File: config.mk
export PLATFORM = sky130hd
export DESIGN_NAME = uart_bus_master_flat
export DESIGN_NICKNAME = d
export VERILOG_FILES = /design/src/rtl/uart_bus_pkg.sv /design/src/rtl/uart_bus_master_if.sv /design/src/rtl/uart_timeout_counter.sv /design/src/rtl/uart_bus_master.sv /design/src/flat_wrapper.sv
export SDC_FILE = /design/constraint.sdc
export NUM_CORES = 1
export LEC_CHECK = 0
export CAP_MARGIN = 10
export CORE_ASPECT_RATIO = 1.2
export CORE_UTILIZATION = 35
export CTS_CLUSTER_SIZE = 40
export DETAILED_ROUTE_END_ITERATION = 16
export GPL_TIMING_DRIVEN = 0
export REMOVE_ABC_BUFFERS = 1
export SLEW_MARGIN = 10
export SYNTH_ARGS = -nofsm -noshare
export SYNTH_HDL_FRONTEND = slang
export SYNTH_SLANG_ARGS = --single-unit
File: constraint.sdc
create_clock -name sysclk -period 3.3 [get_ports sysclk]
set_input_delay 0.33 -clock sysclk [delete_from_list [all_inputs] [get_ports sysclk]]
set_output_delay 0.33 -clock sysclk [all_outputs]
set_load 0.005 [all_outputs]
File: src/rtl/uart_bus_pkg.sv
// uart_bus_pkg: states, command/response bytes and peripheral map of the UART bus master
package uart_bus_pkg;
    typedef enum logic [2:0] {IDLE, ADDR, WDATA, ACCESS, SEND, WAITTX} state_t;
    localparam logic [7:0] CMD_WRITE = 8'h57;
    localparam logic [7:0] CMD_READ = 8'h52;
    localparam logic [7:0] RSP_OK = 8'h4B;
    localparam logic [7:0] RSP_ERR = 8'h3F;
    localparam logic [31:0] PERIPH_BASE = 32'h4000_0000;
    localparam logic [31:0] PERIPH_END = 32'h4000_0020;
endpackage

File: src/rtl/uart_bus_master_if.sv
// uart_bus_master_if: UART byte stream and simple bus strobes of the UART bus master
interface uart_bus_master_if;
    logic rx_valid;
    logic [7:0] rx_data;
    logic tx_ready;
    logic tx_en;
    logic [7:0] tx_data;
    logic rd;
    logic wr;
    logic [31:0] addr;
    logic [31:0] wdata;
    logic [31:0] rdata;
    logic busy;
    modport master(
        input rx_valid, rx_data, tx_ready, rdata,
        output tx_en, tx_data, rd, wr, addr, wdata, busy
    );
    modport slave(
        output rx_valid, rx_data, tx_ready, rdata,
        input tx_en, tx_data, rd, wr, addr, wdata, busy
    );
endinterface

File: src/rtl/uart_timeout_counter.sv
// uart_timeout_counter: saturating 32-bit idle counter with clear and expiry flag
module uart_timeout_counter #(
    parameter int unsigned LIMIT = 1000000
) (
    input logic sysclk,
    input logic reset,
    input logic clear,
    output logic expired
);
    logic [31:0] cnt;
    always_ff @(posedge sysclk) begin
        if (reset || clear) cnt <= '0;
        else if (cnt != 32'hFFFF_FFFF) cnt <= cnt + 32'd1;
    end
    assign expired = cnt >= LIMIT;
endmodule

File: src/rtl/uart_bus_master.sv
// uart_bus_master: decodes W/R command frames from a UART byte stream into bus accesses
// and streams the response bytes back, MSB first.
module uart_bus_master
    import uart_bus_pkg::*;
#(
    parameter int unsigned TIMEOUT_CYCLES = 1000000
) (
    input logic sysclk,
    input logic reset,
    uart_bus_master_if.master bus
);
    state_t state, state_n;
    logic is_write;
    logic [1:0] idx;
    logic [1:0] rem;
    logic seen_low;
    logic [31:0] resp;
    logic [31:0] addr_q;
    logic [31:0] wdata_q;
    logic rx_ok;
    logic expired;
    uart_timeout_counter #(.LIMIT(TIMEOUT_CYCLES)) u_timeout (
        .sysclk(sysclk),
        .reset(reset),
        .clear(rx_ok || !(state == ADDR || state == WDATA)),
        .expired(expired)
    );
    always_comb begin
        state_n = state;
        rx_ok = 1'b0;
        bus.rd = 1'b0;
        bus.wr = 1'b0;
        bus.tx_en = 1'b0;
        case (state)
            IDLE: if (bus.rx_valid) begin
                rx_ok = 1'b1;
                state_n = (bus.rx_data == CMD_WRITE || bus.rx_data == CMD_READ) ? ADDR : SEND;
            end
            ADDR: if (bus.rx_valid) begin
                rx_ok = 1'b1;
                if (idx == 2'd3) state_n = is_write ? WDATA : ACCESS;
            end else if (expired) state_n = IDLE;
            WDATA: if (bus.rx_valid) begin
                rx_ok = 1'b1;
                if (idx == 2'd3) state_n = ACCESS;
            end else if (expired) state_n = IDLE;
            ACCESS: begin
                bus.wr = is_write;
                bus.rd = !is_write;
                state_n = SEND;
            end
            SEND: if (bus.tx_ready) begin
                bus.tx_en = 1'b1;
                state_n = WAITTX;
            end
            WAITTX: if (seen_low && bus.tx_ready) state_n = (rem != 2'd0) ? SEND : IDLE;
            default: state_n = IDLE;
        endcase
    end
    // resp holds the outgoing byte in its top lane; it only shifts when WAITTX hands over
    always_ff @(posedge sysclk) begin
        if (reset) begin
            state <= IDLE;
            is_write <= 1'b0;
            idx <= '0;
            rem <= '0;
            seen_low <= 1'b0;
            resp <= '0;
            addr_q <= '0;
            wdata_q <= '0;
        end else begin
            state <= state_n;
            idx <= (state_n != state) ? 2'd0 : idx + {1'b0, rx_ok};
            seen_low <= (state_n != state) ? 1'b0 : seen_low | ~bus.tx_ready;
            if (state == IDLE && rx_ok) begin
                is_write <= bus.rx_data == CMD_WRITE;
                resp <= {RSP_ERR, 24'h0};
                rem <= 2'd0;
            end
            if (state == ADDR && rx_ok) addr_q <= {addr_q[23:0], bus.rx_data};
            if (state == WDATA && rx_ok) wdata_q <= {wdata_q[23:0], bus.rx_data};
            if (state == ACCESS) begin
                resp <= is_write ? {RSP_OK, 24'h0} : bus.rdata;
                rem <= is_write ? 2'd0 : 2'd3;
            end
            if (state == WAITTX && state_n == SEND) begin
                resp <= {resp[23:0], 8'h0};
                rem <= rem - 2'd1;
            end
        end
    end
    assign bus.addr = addr_q;
    assign bus.wdata = wdata_q;
    assign bus.tx_data = resp[31:24];
    assign bus.busy = state != IDLE;
endmodule

File: src/flat_wrapper.sv
// flat-port wrapper written by rule: the top's interface ports become plain ports
module uart_bus_master_flat import uart_bus_pkg::*;
#(
    parameter int unsigned TIMEOUT_CYCLES = 1000000
)
  (sysclk, reset, bus_rx_valid, bus_rx_data, bus_tx_ready, bus_rdata, bus_tx_en, bus_tx_data, bus_rd, bus_wr, bus_addr, bus_wdata, bus_busy);
  uart_bus_master_if bus_i ();
  input logic sysclk;
  input logic reset;
  input wire logic [$bits(bus_i.rx_valid)-1:0] bus_rx_valid;
  input wire logic [$bits(bus_i.rx_data)-1:0] bus_rx_data;
  input wire logic [$bits(bus_i.tx_ready)-1:0] bus_tx_ready;
  input wire logic [$bits(bus_i.rdata)-1:0] bus_rdata;
  output wire logic [$bits(bus_i.tx_en)-1:0] bus_tx_en;
  output wire logic [$bits(bus_i.tx_data)-1:0] bus_tx_data;
  output wire logic [$bits(bus_i.rd)-1:0] bus_rd;
  output wire logic [$bits(bus_i.wr)-1:0] bus_wr;
  output wire logic [$bits(bus_i.addr)-1:0] bus_addr;
  output wire logic [$bits(bus_i.wdata)-1:0] bus_wdata;
  output wire logic [$bits(bus_i.busy)-1:0] bus_busy;
  assign bus_i.rx_valid = bus_rx_valid;
  assign bus_i.rx_data = bus_rx_data;
  assign bus_i.tx_ready = bus_tx_ready;
  assign bus_i.rdata = bus_rdata;
  assign bus_tx_en = bus_i.tx_en;
  assign bus_tx_data = bus_i.tx_data;
  assign bus_rd = bus_i.rd;
  assign bus_wr = bus_i.wr;
  assign bus_addr = bus_i.addr;
  assign bus_wdata = bus_i.wdata;
  assign bus_busy = bus_i.busy;
  uart_bus_master #(.TIMEOUT_CYCLES(TIMEOUT_CYCLES)) u_core (.sysclk(sysclk), .reset(reset), .bus(bus_i));
endmodule
=== Word level (Yosys, flattened, before mapping) ===
Index checks and enable logic that the tools add are counted.

* Add/sub/neg operators: 3
* Multipliers: 0
* Divide/modulo/power cells: 0
* Magnitude comparators: 1
* Eq/ne operators: 11
* Shift-type cells: 0
* Muxes and demuxes: 26
* Bitwise operators: 2
* Reductions and logical operators: 19

{| class="wikitable"
|+ Operators by type and width
! operator !! number
|-
| 2-to-1 mux 32 bit || 4
|-
| adder 32 x 1 -> 32 bit (second input constant) || 1
|-
| greater-or-equal comparator 32 x 20 -> 1 bit (second input constant) || 1
|-
| != test 32 bit (second input constant) || 1
|-
| 2-to-1 mux 3 bit || 10
|-
| case mux 3 bit (6 select lines) || 1
|-
| equality test 8 x 7 -> 1 bit (second input constant) || 2
|-
| equality test 3 bit (second input constant) || 3
|-
| 2-to-1 mux 2 bit || 4
|-
| 2-to-1 mux 1 bit || 7
|-
| equality test 3 x 2 -> 1 bit (second input constant) || 2
|-
| nonzero test 3 bit || 2
|-
| logical AND 1 bit || 5
|-
| logical OR 1 bit || 4
|-
| nonzero test 2 bit || 2
|-
| OR reduction 2 bit || 2
|-
| equality test 3 x 1 -> 1 bit (second input constant) || 1
|-
| logical NOT 3 bit || 1
|-
| != test 3 bit || 1
|-
| OR reduction 3 bit || 1
|-
| adder 2 x 1 -> 2 bit || 1
|-
| equality test 2 bit (second input constant) || 1
|-
| logical NOT 1 bit || 2
|-
| subtractor 2 x 1 -> 2 bit (second input constant) || 1
|-
| other kinds (2) || 2
|}

* Bits in registers: 137
* Bits in latches: 0
* RAM bits: 0
* Memory bits (read-only): 0
* Input bits: 44
* Output and inout bits: 76
* Word-level logic and storage cells: 72
* Memories kept: 0

=== Logic depth before layout (Yosys ltp) ===
* Depth after elaboration: 8
* Gate-level depth with buffers: 8
* Depth with buffers taken out: 7

=== Hierarchy ===
A second synthesis with hierarchy kept.

* Cells, all modules: 704
* Area total of the unflattened synthesis: 5864.4 sq um

{| class="wikitable"
|+ Modules (own cells, without submodules)
! module !! instances !! cells an instance !! area an instance (sq um) !! sequential area each (sq um)
|-
| uart_bus_master || 1 || 499 || 4152.7 || 2102.0
|-
| uart_timeout_counter || 1 || 205 || 1711.6 || 640.6
|}

=== Least setup slack after synthesis ===
OpenSTA, ideal clock, no wires.

* Path type: flip-flop to flip-flop
* Start: register u_core.rem[0]
* End: register u_core.resp[8]
* Data arrival time: 1.717 ns
* Data required time: 3.172 ns
* Setup slack: 1.456 ns
* Stages on the path, launching flop included: 9
* Cell sequence: dfxtp_1 inv_1 ha_1 or3_4 and2_1 buf_2 buf_6 a222oi_1 nor2_1

* Cells in the longest elaborated chain, start to end: 7

{| class="wikitable"
|+ Ends and longest elaborated chain
! what !! line !! text
|-
| from (decl) || uart_bus_master.sv:15 || <nowiki>logic [1:0] rem;</nowiki>
|-
| from (signal assigned) || uart_bus_master.sv:84 || <nowiki>rem <= is_write ? 2'd0 : 2'd3;</nowiki>
|-
| from (signal assigned) || uart_bus_master.sv:88 || <nowiki>rem <= rem - 2'd1;</nowiki>
|-
| nonzero test 2 bit * || uart_bus_master.sv:56 || <nowiki>WAITTX: if (seen_low && bus.tx_ready) state_n = (rem != 2'd0) ? SEND : IDLE;</nowiki>
|-
| 2-to-1 mux 3 bit * (2 in a row) || uart_bus_master.sv:56 ||
|-
| case mux 3 bit (6 select lines) * || uart_bus_master.sv:34 || <nowiki>case (state)</nowiki>
|-
| equality test 3 bit * || uart_bus_master.sv:86 || <nowiki>if (state == WAITTX && state_n == SEND) begin</nowiki>
|-
| logical AND 1 bit * || uart_bus_master.sv:86 ||
|-
| nonzero test 3 bit (no source line) or 2-to-1 mux 32 bit (tied branches) || - ||
|-
| to (signal assigned) || uart_bus_master.sv:77 || <nowiki>resp <= {RSP_ERR, 24'h0};</nowiki>
|-
| to (signal assigned) || uart_bus_master.sv:83 || <nowiki>resp <= is_write ? {RSP_OK, 24'h0} : bus.rdata;</nowiki>
|-
| to (signal assigned) || uart_bus_master.sv:87 || <nowiki>resp <= {resp[23:0], 8'h0};</nowiki>
|-
| to (decl) || uart_bus_master.sv:17 || <nowiki>logic [31:0] resp;</nowiki>
|}

Mark *: on every way between the ends. The rest lies on a longest branch, timed or not.
A chain may end at the register's enable or synchronous reset.

=== Worst setup path in the final report ===
* Start: register u_core.state[1]
* End: output port bus_rd

* Cells in the longest elaborated chain, start to end: 2

{| class="wikitable"
|+ Ends and longest elaborated chain
! what !! line !! text
|-
| from (decl) || uart_bus_master.sv:12 || <nowiki>state_t state, state_n;</nowiki>
|-
| from (signal assigned) || uart_bus_master.sv:72 || <nowiki>state <= state_n;</nowiki>
|-
| equality test 3 x 2 -> 1 bit || uart_bus_master.sv:34 ||
|-
| 2-to-1 mux 1 bit || uart_bus_master.sv:34 ||
|-
| to (decl) || flat_wrapper.sv:16 || <nowiki>output wire logic [$bits(bus_i.rd)-1:0] bus_rd;</nowiki>
|}

No other way between the ends.

==> flow_summary_export.csv <==
group,metric,value,unit
clock_tree,numCtsBuffers,17,
cells_and_area,post-route-util,0.476,
synthesis,syn-instance-count,717,
placed_design,place_area,7100,µm²
global_routing,antenna_found_initial,0,
power,power_leakage,0.00247,µW
sta,fmax,0.327,GHz
job,cap_violations,0,
detailed_routing,routed_wl,14.4,mm
placed_design,pre_cts_ws,0.280,ns
synthesis,yosysMostFrequentCell,"nand2_1",
sta,rsz0062_at_grt,"false",
clock_tree,clk-insertion-delay-late,0.41,ns
sta,setup_viol,0,
detailed_routing,final_antenna_net_count,0,
sta,finClkSkew,0.00668,ns
sta,slew_viol_final,0,
global_routing,overflow,0,
power,power.density,494,nW/µm²
setup_path,startpoint,"u_core.state[1]$_SDFF_PP0_",
clock_tree,path_clk_slew,0.06,ns
setup_path,worstSetupStartpointType,"register",
setup_path,cp_max_fo,26,
power,vdd_drop_max,0.347,mV
clock_tree,ctsHoldBuffers,0,
cells_and_area,drive_gt1_frac,0.0624,
synthesis,syn_area_per_cell,8.10,µm²
sta,worstMarginPinSlew,0.966,ns
die,io_pins,120,
hold_path,worstHoldPathType,"in2reg",
synthesis,ys.warnings.count,0,
synthesis,ys.flop_type,"dfxtp_1",
hold_path,min-delay-start,"reset",
run_status,status,"finished, final reports clean",
die,start_util,0.358,
synthesis,async_flop_share,0,
hold_path,worstHoldPathCells,2,
sta,min_period,3.06,ns
clock_tree,cts.sinks,137,
die,die_h,143,µm
sta,whs,0.365,ns
setup_path,setup.worst_path.end_class,"output port",
cells_and_area,area_delta_synth_final,32.9,%
setup_path,reg2reg_from,"u_core.state[1]$_SDFF_PP0_",
synthesis,ys_seq_area_frac,0.472,
detailed_routing,drt_iter0_markers,531,
placed_design,dpl.hpwl,9.91,mm
setup_path,crit_required,2.97,ns
cells_and_area,design_area,7720,µm²
global_routing,grt_max_degree,57,
clock_tree,ctsHtreeMaxLevel,4,
global_routing,gr-usage-all-layers,0.169,
setup_path,rr_worst_depth,5,
power,p_total,3810,µW
synthesis,yosysTopAreaCell,"dfxtp_1",
clock_tree,cts_tree,"yes",
detailed_routing,first_pass_iters,7,
detailed_routing,drcViolationCount,0,
cells_and_area,nets,852,
setup_path,arrival,2.73,ns
clock_tree,cts_max_path_buffers,2,
detailed_routing,via_count,5379,
sta,timing.final.crit_share,0.928,
detailed_routing,vias_per_cell,5.23,
sta,worst_slack,0.238,ns
die,die_w,120,µm
detailed_routing,routedWlPerCell,14.0,µm
synthesis,netlist-cell-type-count,54,
setup_path,crit_type,"reg2out",
global_routing,grt_pass1_vias,4969,
global_routing,grt_pass1_wl,23.3,mm
synthesis,synth_seq_cells,137,
synthesis,yosysTopAreaCellShare,0.472,
sta,maxSlewHeadroom,0.356,
sta,hold_viol,0,
synthesis,synth_common_cells,"nand2_1, dfxtp_1, a21oi_1",
cells_and_area,insertedDiodeCount,0,
placed_design,gp_congestion,0.812,
die,dieArea,17100,µm²
die,rows,51,
clock_tree,clockRootBuffer,"clkbuf_16",
synthesis,synth-edff-count,0,
synthesis,synth.area.top_cells,"dfxtp_1, nand2_1, a21oi_1, nor2_1, xnor2_1",
synthesis,synth_area,5810,µm²
placed_design,portBuffers,119,
die,core-area,16200,µm²
path summary, 6_finish.rpt:
check,end,slack [ns]
hold / removal,u_core.bus.addr[27]$_SDFFE_PP0P_,0.36
hold reg to reg,u_core.bus.addr[27]$_SDFFE_PP0P_,0.45
setup / recovery,bus_rd,0.24
setup reg to reg,u_core.seen_low$_SDFF_PP0_,0.73
where the power goes:
group          internal (µW)  switching [µW]  leakage, µW
Combinational            111             111      0.00106
Clock                   1190             702     0.000299
Sequential              1670            26.5      0.00111
through the flow:
stage / setup TNS, ns / instances
floorplan: -6.13 / 660
global placement: -188.94 / 991
detailed placement: 0 / 996
CTS: 0 / 1028
global route: 0 / 1029
finish: 0 / 1029
layout make-up:
cell class	instances	area, µm²
clock buffer	21	480
clock inverter	11	119
fill	1616	8490
inverter	13	48.8
multi-input combinational	510	2800
sequential	137	2740
tap	212	265
timing repair buffer	125	1260
layout by cell type, fill, tap and decap left out, drive strengths merged, types with 12 or more instances in the layout:
cell type and count:
nand2 149, a222oi 17, inv 14, a21oi 82
xnor2 21, nand4 12, nor2 67, clkdlybuf4s50 118
o21ai 13, dfxtp 137, nor4 16, nand3 27
clkbuf 21
repair_timing:
| action | CTS | global route |
|---|---|---|
| resized for setup | 0 | 1 |
| setup buffers | 0 | 0 |
| endpoints found under the setup margin | 0 | 1 |
worst max-delay path: stages (launching register included):
cell,delay (ns)
dfxtp_1,0.69
nand2_1,0.19
or3_1,0.47
inv_2,0.38
clkdlybuf4s50_1,0.59
routing by layer:
metal,global-route usage,up-vias,wire (µm)
met5,0,-,0
met4,0.0586,0,136
met3,0.0467,8,761
met2,0.280,139,6850
met1,0.209,2545,6640
li1,-,2687,-
registers in the layout, indices dropped and copies added, names as in the netlist:
register / cells
u_core.bus.addr: 32
u_core.bus.wdata: 32
u_core.idx: 2
u_core.is_write: 1
u_core.rem: 2
u_core.resp: 32
u_core.seen_low: 1
u_core.state: 3
u_core.u_timeout.cnt: 32
cell families after synthesis:
kind of cell | count (synthesis) | share of synthesized area
AOI/OAI and AO/OA | 154 | 0.167
DFF | 137 | 0.472
muxes | 1 | 0.00172
adders and majority gates | 4 | 0.00862
and+or+nand+nor | 329 | 0.263
xor gates and xnor gates | 22 | 0.0332
buffers and inverters | 70 | 0.0541
(Power assumes the default switching activity.)
